==> src/rtl/instr_fetch_unit_if.sv <==
// Bus bundle between the fetch unit, instruction memory, branch unit and decode.
// master: the fetch unit. slave: the surroundings (memory, branch unit, decode).
interface instr_fetch_unit_if #(
  parameter int unsigned ADDR_W     = 11,
  parameter int unsigned DATA_W     = 32,
  parameter int unsigned FIFO_DEPTH = 4
);
  localparam int unsigned LVL_W = $clog2(FIFO_DEPTH) + 1;

  logic              branch_valid;
  logic [ADDR_W-1:0] branch_address;
  logic              imem_rd;
  logic [ADDR_W-1:0] imem_radrs;
  logic [DATA_W-1:0] imem_rdata;
  logic [DATA_W-1:0] instr_out;
  logic [ADDR_W-1:0] instr_pc;
  logic              instr_valid;
  logic              instr_ready;
  logic [LVL_W-1:0]  fifo_level;

  modport master (
    input  branch_valid, branch_address, imem_rdata, instr_ready,
    output imem_rd, imem_radrs, instr_out, instr_pc, instr_valid, fifo_level
  );

  modport slave (
    output branch_valid, branch_address, imem_rdata, instr_ready,
    input  imem_rd, imem_radrs, instr_out, instr_pc, instr_valid, fifo_level
  );
endinterface

==> src/rtl/instr_fetch_unit.sv <==
// Fetch stage: owns the fetch PC, issues 1-cycle-latency reads to instruction memory
// and buffers returned {instruction, pc} pairs in a small prefetch FIFO for decode.
// A taken branch flushes the FIFO, drops the read in flight and redirects fetch.
// Optional feature macro: IFU_PERF_CNT_EN adds saturating stall_cnt / flush_cnt outputs.
module instr_fetch_unit #(
  parameter int unsigned       ADDR_W     = 11,
  parameter int unsigned       DATA_W     = 32,
  parameter int unsigned       FIFO_DEPTH = 4,
  parameter logic [ADDR_W-1:0] RESET_PC   = '0
) (
  input  logic                clk,
  input  logic                resetn,
  instr_fetch_unit_if.master  bus
`ifdef IFU_PERF_CNT_EN
  ,
  output logic [15:0]         stall_cnt,
  output logic [15:0]         flush_cnt
`endif
);

  localparam int unsigned PTR_W = $clog2(FIFO_DEPTH);
  localparam int unsigned LVL_W = $clog2(FIFO_DEPTH) + 1;
  localparam int unsigned CRD_W = LVL_W + 1;

  logic [DATA_W-1:0] data_q [FIFO_DEPTH];
  logic [ADDR_W-1:0] pc_q   [FIFO_DEPTH];
  logic [PTR_W-1:0]  wr_ptr;
  logic [PTR_W-1:0]  rd_ptr;
  logic [LVL_W-1:0]  level_q;

  logic [ADDR_W-1:0] fetch_pc;
  logic [ADDR_W-1:0] rd_pc;
  logic              inflight;

  logic [DATA_W-1:0] head_data;
  logic [ADDR_W-1:0] head_pc;
  logic              head_valid;

  logic              issue_c;
  logic              push_c;
  logic              pop_c;
  logic [PTR_W-1:0]  rd_ptr_nxt;
  logic [LVL_W-1:0]  after_pop;
  logic [LVL_W-1:0]  level_nxt;
  logic [DATA_W-1:0] head_data_nxt;
  logic [ADDR_W-1:0] head_pc_nxt;
  logic              head_valid_nxt;

  // Issue/push/pop decisions and the next registered head of the FIFO.
  always_comb begin
    issue_c        = 1'b0;
    push_c         = 1'b0;
    pop_c          = 1'b0;
    rd_ptr_nxt     = rd_ptr;
    after_pop      = level_q;
    level_nxt      = level_q;
    head_data_nxt  = '0;
    head_pc_nxt    = '0;
    head_valid_nxt = 1'b0;

    // Credit check uses registered occupancy only, so a same-cycle pop gives no credit.
    issue_c = resetn && !bus.branch_valid &&
              ((CRD_W'(level_q) + CRD_W'(inflight)) < CRD_W'(FIFO_DEPTH));
    push_c  = inflight && !bus.branch_valid;
    pop_c   = head_valid && bus.instr_ready && !bus.branch_valid;

    rd_ptr_nxt = rd_ptr + PTR_W'(pop_c);
    after_pop  = level_q - LVL_W'(pop_c);
    level_nxt  = after_pop + LVL_W'(push_c);

    if (!bus.branch_valid && (level_nxt != '0)) begin
      head_valid_nxt = 1'b1;
      if (after_pop == '0) begin
        head_data_nxt = bus.imem_rdata;
        head_pc_nxt   = rd_pc;
      end else begin
        head_data_nxt = data_q[rd_ptr_nxt];
        head_pc_nxt   = pc_q[rd_ptr_nxt];
      end
    end
  end

  // Fetch PC, in-flight tracking, FIFO pointers/level and registered head outputs.
  always_ff @(posedge clk or negedge resetn) begin
    if (!resetn) begin
      fetch_pc   <= RESET_PC;
      rd_pc      <= '0;
      inflight   <= 1'b0;
      wr_ptr     <= '0;
      rd_ptr     <= '0;
      level_q    <= '0;
      head_data  <= '0;
      head_pc    <= '0;
      head_valid <= 1'b0;
    end else begin
      inflight   <= issue_c;
      if (issue_c) begin
        rd_pc <= fetch_pc;
      end
      if (bus.branch_valid) begin
        fetch_pc <= bus.branch_address;
        wr_ptr   <= '0;
        rd_ptr   <= '0;
      end else begin
        if (issue_c) begin
          fetch_pc <= fetch_pc + ADDR_W'(1);
        end
        if (push_c) begin
          wr_ptr <= wr_ptr + PTR_W'(1);
        end
        rd_ptr <= rd_ptr_nxt;
      end
      level_q    <= bus.branch_valid ? '0 : level_nxt;
      head_data  <= head_data_nxt;
      head_pc    <= head_pc_nxt;
      head_valid <= head_valid_nxt;
    end
  end

  // FIFO storage; contents are only meaningful below the level count, so no reset.
  always_ff @(posedge clk) begin
    if (push_c) begin
      data_q[wr_ptr] <= bus.imem_rdata;
      pc_q[wr_ptr]   <= rd_pc;
    end
  end

`ifdef IFU_PERF_CNT_EN
  // Saturating counters: empty-output cycles and flush cycles since reset.
  always_ff @(posedge clk or negedge resetn) begin
    if (!resetn) begin
      stall_cnt <= '0;
      flush_cnt <= '0;
    end else begin
      if (!head_valid && (stall_cnt != 16'hFFFF)) begin
        stall_cnt <= stall_cnt + 16'd1;
      end
      if (bus.branch_valid && (flush_cnt != 16'hFFFF)) begin
        flush_cnt <= flush_cnt + 16'd1;
      end
    end
  end
`endif

  assign bus.imem_rd     = issue_c;
  assign bus.imem_radrs  = fetch_pc;
  assign bus.instr_out   = head_data;
  assign bus.instr_pc    = head_pc;
  assign bus.instr_valid = head_valid;
  assign bus.fifo_level  = level_q;

endmodule

==> src/flat_wrapper.sv <==
// flat-port wrapper written by rule: the top's interface ports become plain ports
module instr_fetch_unit_flat 
#(
  parameter int unsigned       ADDR_W     = 11,
  parameter int unsigned       DATA_W     = 32,
  parameter int unsigned       FIFO_DEPTH = 4,
  parameter logic [ADDR_W-1:0] RESET_PC   = '0
)
  (clk, resetn, bus_branch_valid, bus_branch_address, bus_imem_rdata, bus_instr_ready, bus_imem_rd, bus_imem_radrs, bus_instr_out, bus_instr_pc, bus_instr_valid, bus_fifo_level);
  instr_fetch_unit_if #(.ADDR_W(ADDR_W), .DATA_W(DATA_W), .FIFO_DEPTH(FIFO_DEPTH)) bus_i ();
  input  logic clk;
  input  logic resetn;
  input wire logic [$bits(bus_i.branch_valid)-1:0] bus_branch_valid;
  input wire logic [$bits(bus_i.branch_address)-1:0] bus_branch_address;
  input wire logic [$bits(bus_i.imem_rdata)-1:0] bus_imem_rdata;
  input wire logic [$bits(bus_i.instr_ready)-1:0] bus_instr_ready;
  output wire logic [$bits(bus_i.imem_rd)-1:0] bus_imem_rd;
  output wire logic [$bits(bus_i.imem_radrs)-1:0] bus_imem_radrs;
  output wire logic [$bits(bus_i.instr_out)-1:0] bus_instr_out;
  output wire logic [$bits(bus_i.instr_pc)-1:0] bus_instr_pc;
  output wire logic [$bits(bus_i.instr_valid)-1:0] bus_instr_valid;
  output wire logic [$bits(bus_i.fifo_level)-1:0] bus_fifo_level;
  assign bus_i.branch_valid = bus_branch_valid;
  assign bus_i.branch_address = bus_branch_address;
  assign bus_i.imem_rdata = bus_imem_rdata;
  assign bus_i.instr_ready = bus_instr_ready;
  assign bus_imem_rd = bus_i.imem_rd;
  assign bus_imem_radrs = bus_i.imem_radrs;
  assign bus_instr_out = bus_i.instr_out;
  assign bus_instr_pc = bus_i.instr_pc;
  assign bus_instr_valid = bus_i.instr_valid;
  assign bus_fifo_level = bus_i.fifo_level;
  instr_fetch_unit #(.ADDR_W(ADDR_W), .DATA_W(DATA_W), .FIFO_DEPTH(FIFO_DEPTH), .RESET_PC(RESET_PC)) u_core (.clk(clk), .resetn(resetn), .bus(bus_i));
endmodule
==> config.mk <==
export PLATFORM = sky130hd
export DESIGN_NAME = instr_fetch_unit_flat
export DESIGN_NICKNAME = d
export VERILOG_FILES = /design/src/rtl/instr_fetch_unit_if.sv /design/src/rtl/instr_fetch_unit.sv /design/src/flat_wrapper.sv
export SDC_FILE = /design/constraint.sdc
export NUM_CORES = 1
export LEC_CHECK = 0
export BUFFER_PORTS_ARGS = -buffer_cell sky130_fd_sc_hd__buf_2
export CAP_MARGIN = 20
export CORE_MARGIN = 5
export CORE_UTILIZATION = 63
export DETAILED_ROUTE_END_ITERATION = 10
export PLACE_DENSITY = 0.92
export REMOVE_ABC_BUFFERS = 1
export SYNTH_ARGS = -nofsm -noshare
export SYNTH_HDL_FRONTEND = slang
export SYNTH_SLANG_ARGS = --single-unit
==> constraint.sdc <==
create_clock -name clk -period 6.4 [get_ports clk]
set_input_delay 0.96 -clock clk [delete_from_list [all_inputs] [get_ports clk]]
set_output_delay 0.96 -clock clk [all_outputs]
set_load 0.005 [all_outputs]
After elaboration in Yosys (flattened, before gate mapping)
Memory sizes are Yosys's and may differ from the RTL's.
Index checks and enable logic that the tools add are counted.
Storage, ports and cells
  register bits after elaboration: 74
  memory bits (writable): 172
  bits of input ports: 47
  memories kept: 2
Cells by class
  $add $sub $neg: 6
  magnitude comparators: 1
  mux-type cells: 13
  reductions and logical operators: 11
Memories
  u_core.data_q: words 4, width 32, read ports 1, clocked after Yosys merged registers in 0, write ports 1, line instr_fetch_unit.sv:25  | logic [DATA_W-1:0] data_q [FIFO_DEPTH];
  u_core.pc_q: words 4, width 11, read ports 1, clocked after Yosys merged registers in 0, write ports 1, line instr_fetch_unit.sv:26  | logic [ADDR_W-1:0] pc_q [FIFO_DEPTH];
Operators by type and width (count)
  32-bit 2-to-1 mux: 2
  11-bit 2-to-1 mux: 4
  11-bit by 1-bit adder with 11-bit output, second input constant: 1
  1-bit logical AND: 6
  2-bit 2-to-1 mux: 3
  3-bit by 1-bit adder with 4-bit output: 1
  4-bit by 3-bit < comparator with 1-bit output, second input constant: 1
  2-bit nonzero test: 2
  3-bit by 1-bit adder with 3-bit output: 1
  3-bit zero test: 1
  1-bit 2-to-1 mux: 3
  3-bit 2-to-1 mux: 1
  3-bit nonzero test: 1
  3-bit by 1-bit subtractor with 3-bit output: 1
  2-bit by 1-bit adder with 2-bit output: 1
  2-bit by 1-bit adder with 2-bit output, second input constant: 1
  1-bit zero test: 1

Depth between registers and ports, before layout
  depth after elaboration: 7
  depth in mapped cells: 12
  depth with buffers taken out: 10

Least setup slack after synthesis
OpenSTA, ideal clock, no wires.
  path kind: input -> register
  from: input bus_branch_valid
  to: register u_core.head_pc[1], in the netlist u_core.bus.instr_pc[1]
  arrival time: 2931 ps
  required time: 6280 ps
  setup slack: 3349 ps
  stages: 12
  cells stage by stage: buf_2 inv_2 and3_1 ha_1 inv_1 ha_1 ha_1 nor2b_1 mux2_2 nor2_8 buf_6 nor3_2
Between the ends
  cells in the longest elaborated chain, start to end: 7
Ends and longest elaborated chain
  start: declaration: line flat_wrapper.sv:13  | input wire logic [$bits(bus_i.branch_valid)-1:0] bus_branch_valid;
  1-bit zero test *: line instr_fetch_unit.sv:64, instr_fetch_unit.sv:65, instr_fetch_unit.sv:71
  1-bit logical AND: line instr_fetch_unit.sv:65  | pop_c = head_valid && bus.instr_ready && !bus.branch_valid;
  3-bit by 1-bit subtractor with 3-bit output: line instr_fetch_unit.sv:68  | after_pop = level_q - LVL_W'(pop_c);
  3-bit by 1-bit adder with 3-bit output: line instr_fetch_unit.sv:69  | level_nxt = after_pop + LVL_W'(push_c);
  3-bit nonzero test: line instr_fetch_unit.sv:71  | if (!bus.branch_valid && (level_nxt != '0)) begin
  1-bit logical AND: line instr_fetch_unit.sv:71
  11-bit 2-to-1 mux *: line instr_fetch_unit.sv:71
  net u_core.head_pc_nxt[1]: line instr_fetch_unit.sv:46  | logic [ADDR_W-1:0] head_pc_nxt;
  end signal: assignment: line instr_fetch_unit.sv:115  | head_pc <= head_pc_nxt;
  end: declaration: line instr_fetch_unit.sv:36  | logic [ADDR_W-1:0] head_pc;
Mark *: on every way through the listed nets, which the timed path passes. The rest lies on a longest branch.
A chain may end at the register's enable or synchronous reset.

Worst setup path in the final report
  from: input resetn
  to: output bus_imem_rd
Between the ends
  cells in the longest elaborated chain, start to end: 2
Ends and longest elaborated chain
  start: declaration: line flat_wrapper.sv:12  | input logic resetn;
  1-bit logical AND (2 in a row): line instr_fetch_unit.sv:62  | issue_c = resetn && !bus.branch_valid &&
  end: declaration: line flat_wrapper.sv:17  | output wire logic [$bits(bus_i.imem_rd)-1:0] bus_imem_rd;
No other way between the ends.

==> impl_metrics.env <==
export IMPL_crit_cells=5
export IMPL_grt_setup_unrepaired="false"
export IMPL_grt_max_degree=66
export IMPL_synthArstFlopShare=0.3008
export IMPL_fin_worst_skew_ns=0.01840
export IMPL_io_buffers=105
export IMPL_drc_errors=0
export IMPL_ctsResizeCount=0
export IMPL_switching_share=0.2681
export IMPL_antenna_found_initial=1
export IMPL_grt_pass1_vias=5771
export IMPL_cp_data_arrival_time_ns=2.86
export IMPL_maxCapViolCount=0
export IMPL_avgRoutedWirePerCell_um=23.03
export IMPL_die_h_um=136.0
export IMPL_clkSlewWorstSetupHoldPaths_ns=0.06
export IMPL_dieArea_um2=18480
export IMPL_clockPowerShare=0.368
export IMPL_synth_cell_types=41
export IMPL_finalCriticalPeriod_ns=3.819
export IMPL_worstPathRequired_ns=5.44
export IMPL_worstMarginPinSlew_ns=1.018
export IMPL_setup_viol=0
export IMPL_vias_per_cell=6.039
export IMPL_core_um2=15710
export IMPL_holdWs_ns=0.2734
export IMPL_layout_commonest_cell="edfxtp_1"
export IMPL_slew_headroom=0.3211
export IMPL_firstDrtPassIters=5
export IMPL_grt_busiest_layer="met2"
export IMPL_routed_wl_mm=21.24
export IMPL_startpoint_type="input port"
export IMPL_ys_warn_count=0
export IMPL_nets=744
export IMPL_powerDensity_nw_per_um2=359.6
export IMPL_grt_total_usage=0.2318
export IMPL_dp_hpwl_mm=11.86
export IMPL_synth_edf_count=172
export IMPL_synth_avg_cell_area_um2=17.32
export IMPL_use_met2=0.4123
export IMPL_start_util=0.6361
export IMPL_seqPwrFrac=0.462
export IMPL_drive_gt1_frac=0.2979
export IMPL_finalPower_mw=4.128
export IMPL_status="finished, final reports clean"
export IMPL_final_antenna_net_count=0
export IMPL_intPower_mw=3.021
export IMPL_globalplace_congestion=0.8826
export IMPL_peakVddDrop_mv=0.2342
export IMPL_critical_path_top_delay_family="simple AND/OR/NAND/NOR gates"
export IMPL_syn_area_um2=9995
export IMPL_die_w_um=136.0
export IMPL_clk_latency_ns=0.52
export IMPL_slowest_delay_ns=0.54
export IMPL_power_leakage_nw=4.478
export IMPL_cts_inserted_buffers=24
export IMPL_htree_num_levels=1
export IMPL_fp_row_count=46
export IMPL_grt_first_pass_wirelength_mm=32.26
export IMPL_grt_util_met1=0.3001
export IMPL_yosys_most_used_dff="edfxtp_1"
export IMPL_period_share=0.5967
export IMPL_path_cells="buf_4, nor2b_1, nand3_2, inv_2, buf_2"
export IMPL_grt_use_met3=0.03627
export IMPL_worstSetupPathType="in2out"
export IMPL_clock_sinks=246
export IMPL_hold_viol_final=0
export IMPL_stdcell_area_um2=11480
export IMPL_hold_path_class="in2async"
export IMPL_reg2regPathDepth=6
export IMPL_p_switching_mw=1.107
export IMPL_tns_ns=0
export IMPL_max_freq_mhz=261.8
export IMPL_path_max_fanout=23
export IMPL_ios=106
export IMPL_clk_path_buf_depth=3
export IMPL_syn_inst=577
export IMPL_comb_power_share=0.170
export IMPL_ys_ff_latch=246
export IMPL_vias=5568
export IMPL_postCtsSetupBuffers=0
export IMPL_overflow=0
export IMPL_final_cell_mix="172 x edfxtp_1, 104 x buf_2, 94 x nor2_1, 74 x dfrtp_1"
export IMPL_dpl_instance_area_um2=10590
export IMPL_drt_initial_drc_count=369
export IMPL_cts_tree="done"
export IMPL_end_kind="output port"
export IMPL_maxSlewViolCount=0
export IMPL_syn2layout_area_growth_pct=14.86
export IMPL_r2r_slack_ns=3.32
export IMPL_critPathSlowestCell="nor2b_1"
export IMPL_ctsHoldBuffers=0
export IMPL_critPathBufInv=3
export IMPL_synth_seq_area_share=0.7021
export IMPL_cts_root_buf="clkbuf_16"
==> Yosys cell counts, types with 4 or more instances <==
cell / count / area share
edfxtp_1: 172 / 0.52
nand2_1: 39 / 0.015
buf_8: 8 / 0.012
nand3_1: 7 / 0.0035
clkbuf_1: 4 / 0.0015
buf_2: 7 / 0.0035
mux2i_1: 4 / 0.0040
a31oi_1: 4 / 0.0025
buf_6: 4 / 0.0045
and3_1: 5 / 0.0031
mux4_1: 43 / 0.11
and2_1: 6 / 0.0038
a221o_1: 4 / 0.0040
ha_1: 10 / 0.013
nor3_2: 43 / 0.043
nor2_1: 94 / 0.035
nor2b_1: 6 / 0.0038
dfrtp_1: 74 / 0.19
inv_1: 8 / 0.0030
==> metal layers <==
layer / vias up / wire, um
met1: 2883 / 8342
met2: 228 / 11200
met5: - / 0
met4: 0 / 510
met3: 36 / 1178
li1: 2421 / -
==> final timing paths <==
check	startpoint	endpoint
max	resetn	bus_imem_rd
min	resetn	u_core.bus.instr_out[4]
max reg2reg	u_core.bus.instr_valid	u_core.bus.instr_out[17]
min reg2reg	u_core.rd_pc[6]	u_core.pc_q[2][6]
max in group asynchronous	resetn	u_core.bus.imem_radrs[8]
min in group clk	u_core.rd_pc[6]	u_core.pc_q[2][6]
==> metrics by stage <==
stage                       util  std cells  setup WS [ns]
after global placement    0.6738        876          2.372
after global routing      0.7306        922          2.466
after floorplan                -        548          2.935
after CTS                 0.7292        920          2.560
final                     0.7306        922          2.581
after detailed placement  0.6738        876          2.185
==> cell families after synthesis <==
family	after synthesis	synth area share
flops	246	0.7021
simple gates	210	0.1153
fa+ha+maj	10	0.01252
mux	48	0.1182
buf+inv	40	0.03142
compound gates	19	0.01515
xor+xnor	4	0.005384
==> cell type report <==
class                      instances  area (um^2)
clock inverter                    14        195.2
clock buffer                      30        675.6
timing repair buffer             113        600.6
inverter                          11        41.29
tap                              216        270.3
fill                             917         4233
multi-input combinational        291         2678
antenna                            1        2.502
sequential                       246         7017
==> flip-flops by register name, indices dropped and copies added (netlist names) <==
signal	flops
u_core.wr_ptr	2
u_core.pc_q	44
u_core.bus.instr_valid	1
u_core.rd_ptr	2
u_core.bus.instr_pc	11
u_core.data_q	128
u_core.bus.fifo_level	3
u_core.rd_pc	11
u_core.inflight	1
u_core.bus.imem_radrs	11
u_core.bus.instr_out	32
==> worst reg2reg max path: stages (launching register included) <==
cell     delay, ns
dfrtp_1       0.41
and3_1        0.21
ha_2          0.98
buf_4         0.45
mux4_1        0.64
nor2_1        0.16
nor3_2        0.07
==> power by group through the flow <==
| stage | Combinational (mW) | Clock, mW | Sequential (mW) |
|---|---|---|---|
| floorplan | 0.409 | 0 | 1.93 |
| global placement | 0.651 | 0 | 1.93 |
| detailed placement | 0.686 | 0 | 1.94 |
| CTS | 0.700 | 1.53 | 1.91 |
| global route | 0.760 | 1.61 | 1.92 |
| finish | 0.702 | 1.52 | 1.91 |
Note: power is estimated with default switching activity, not from simulation.
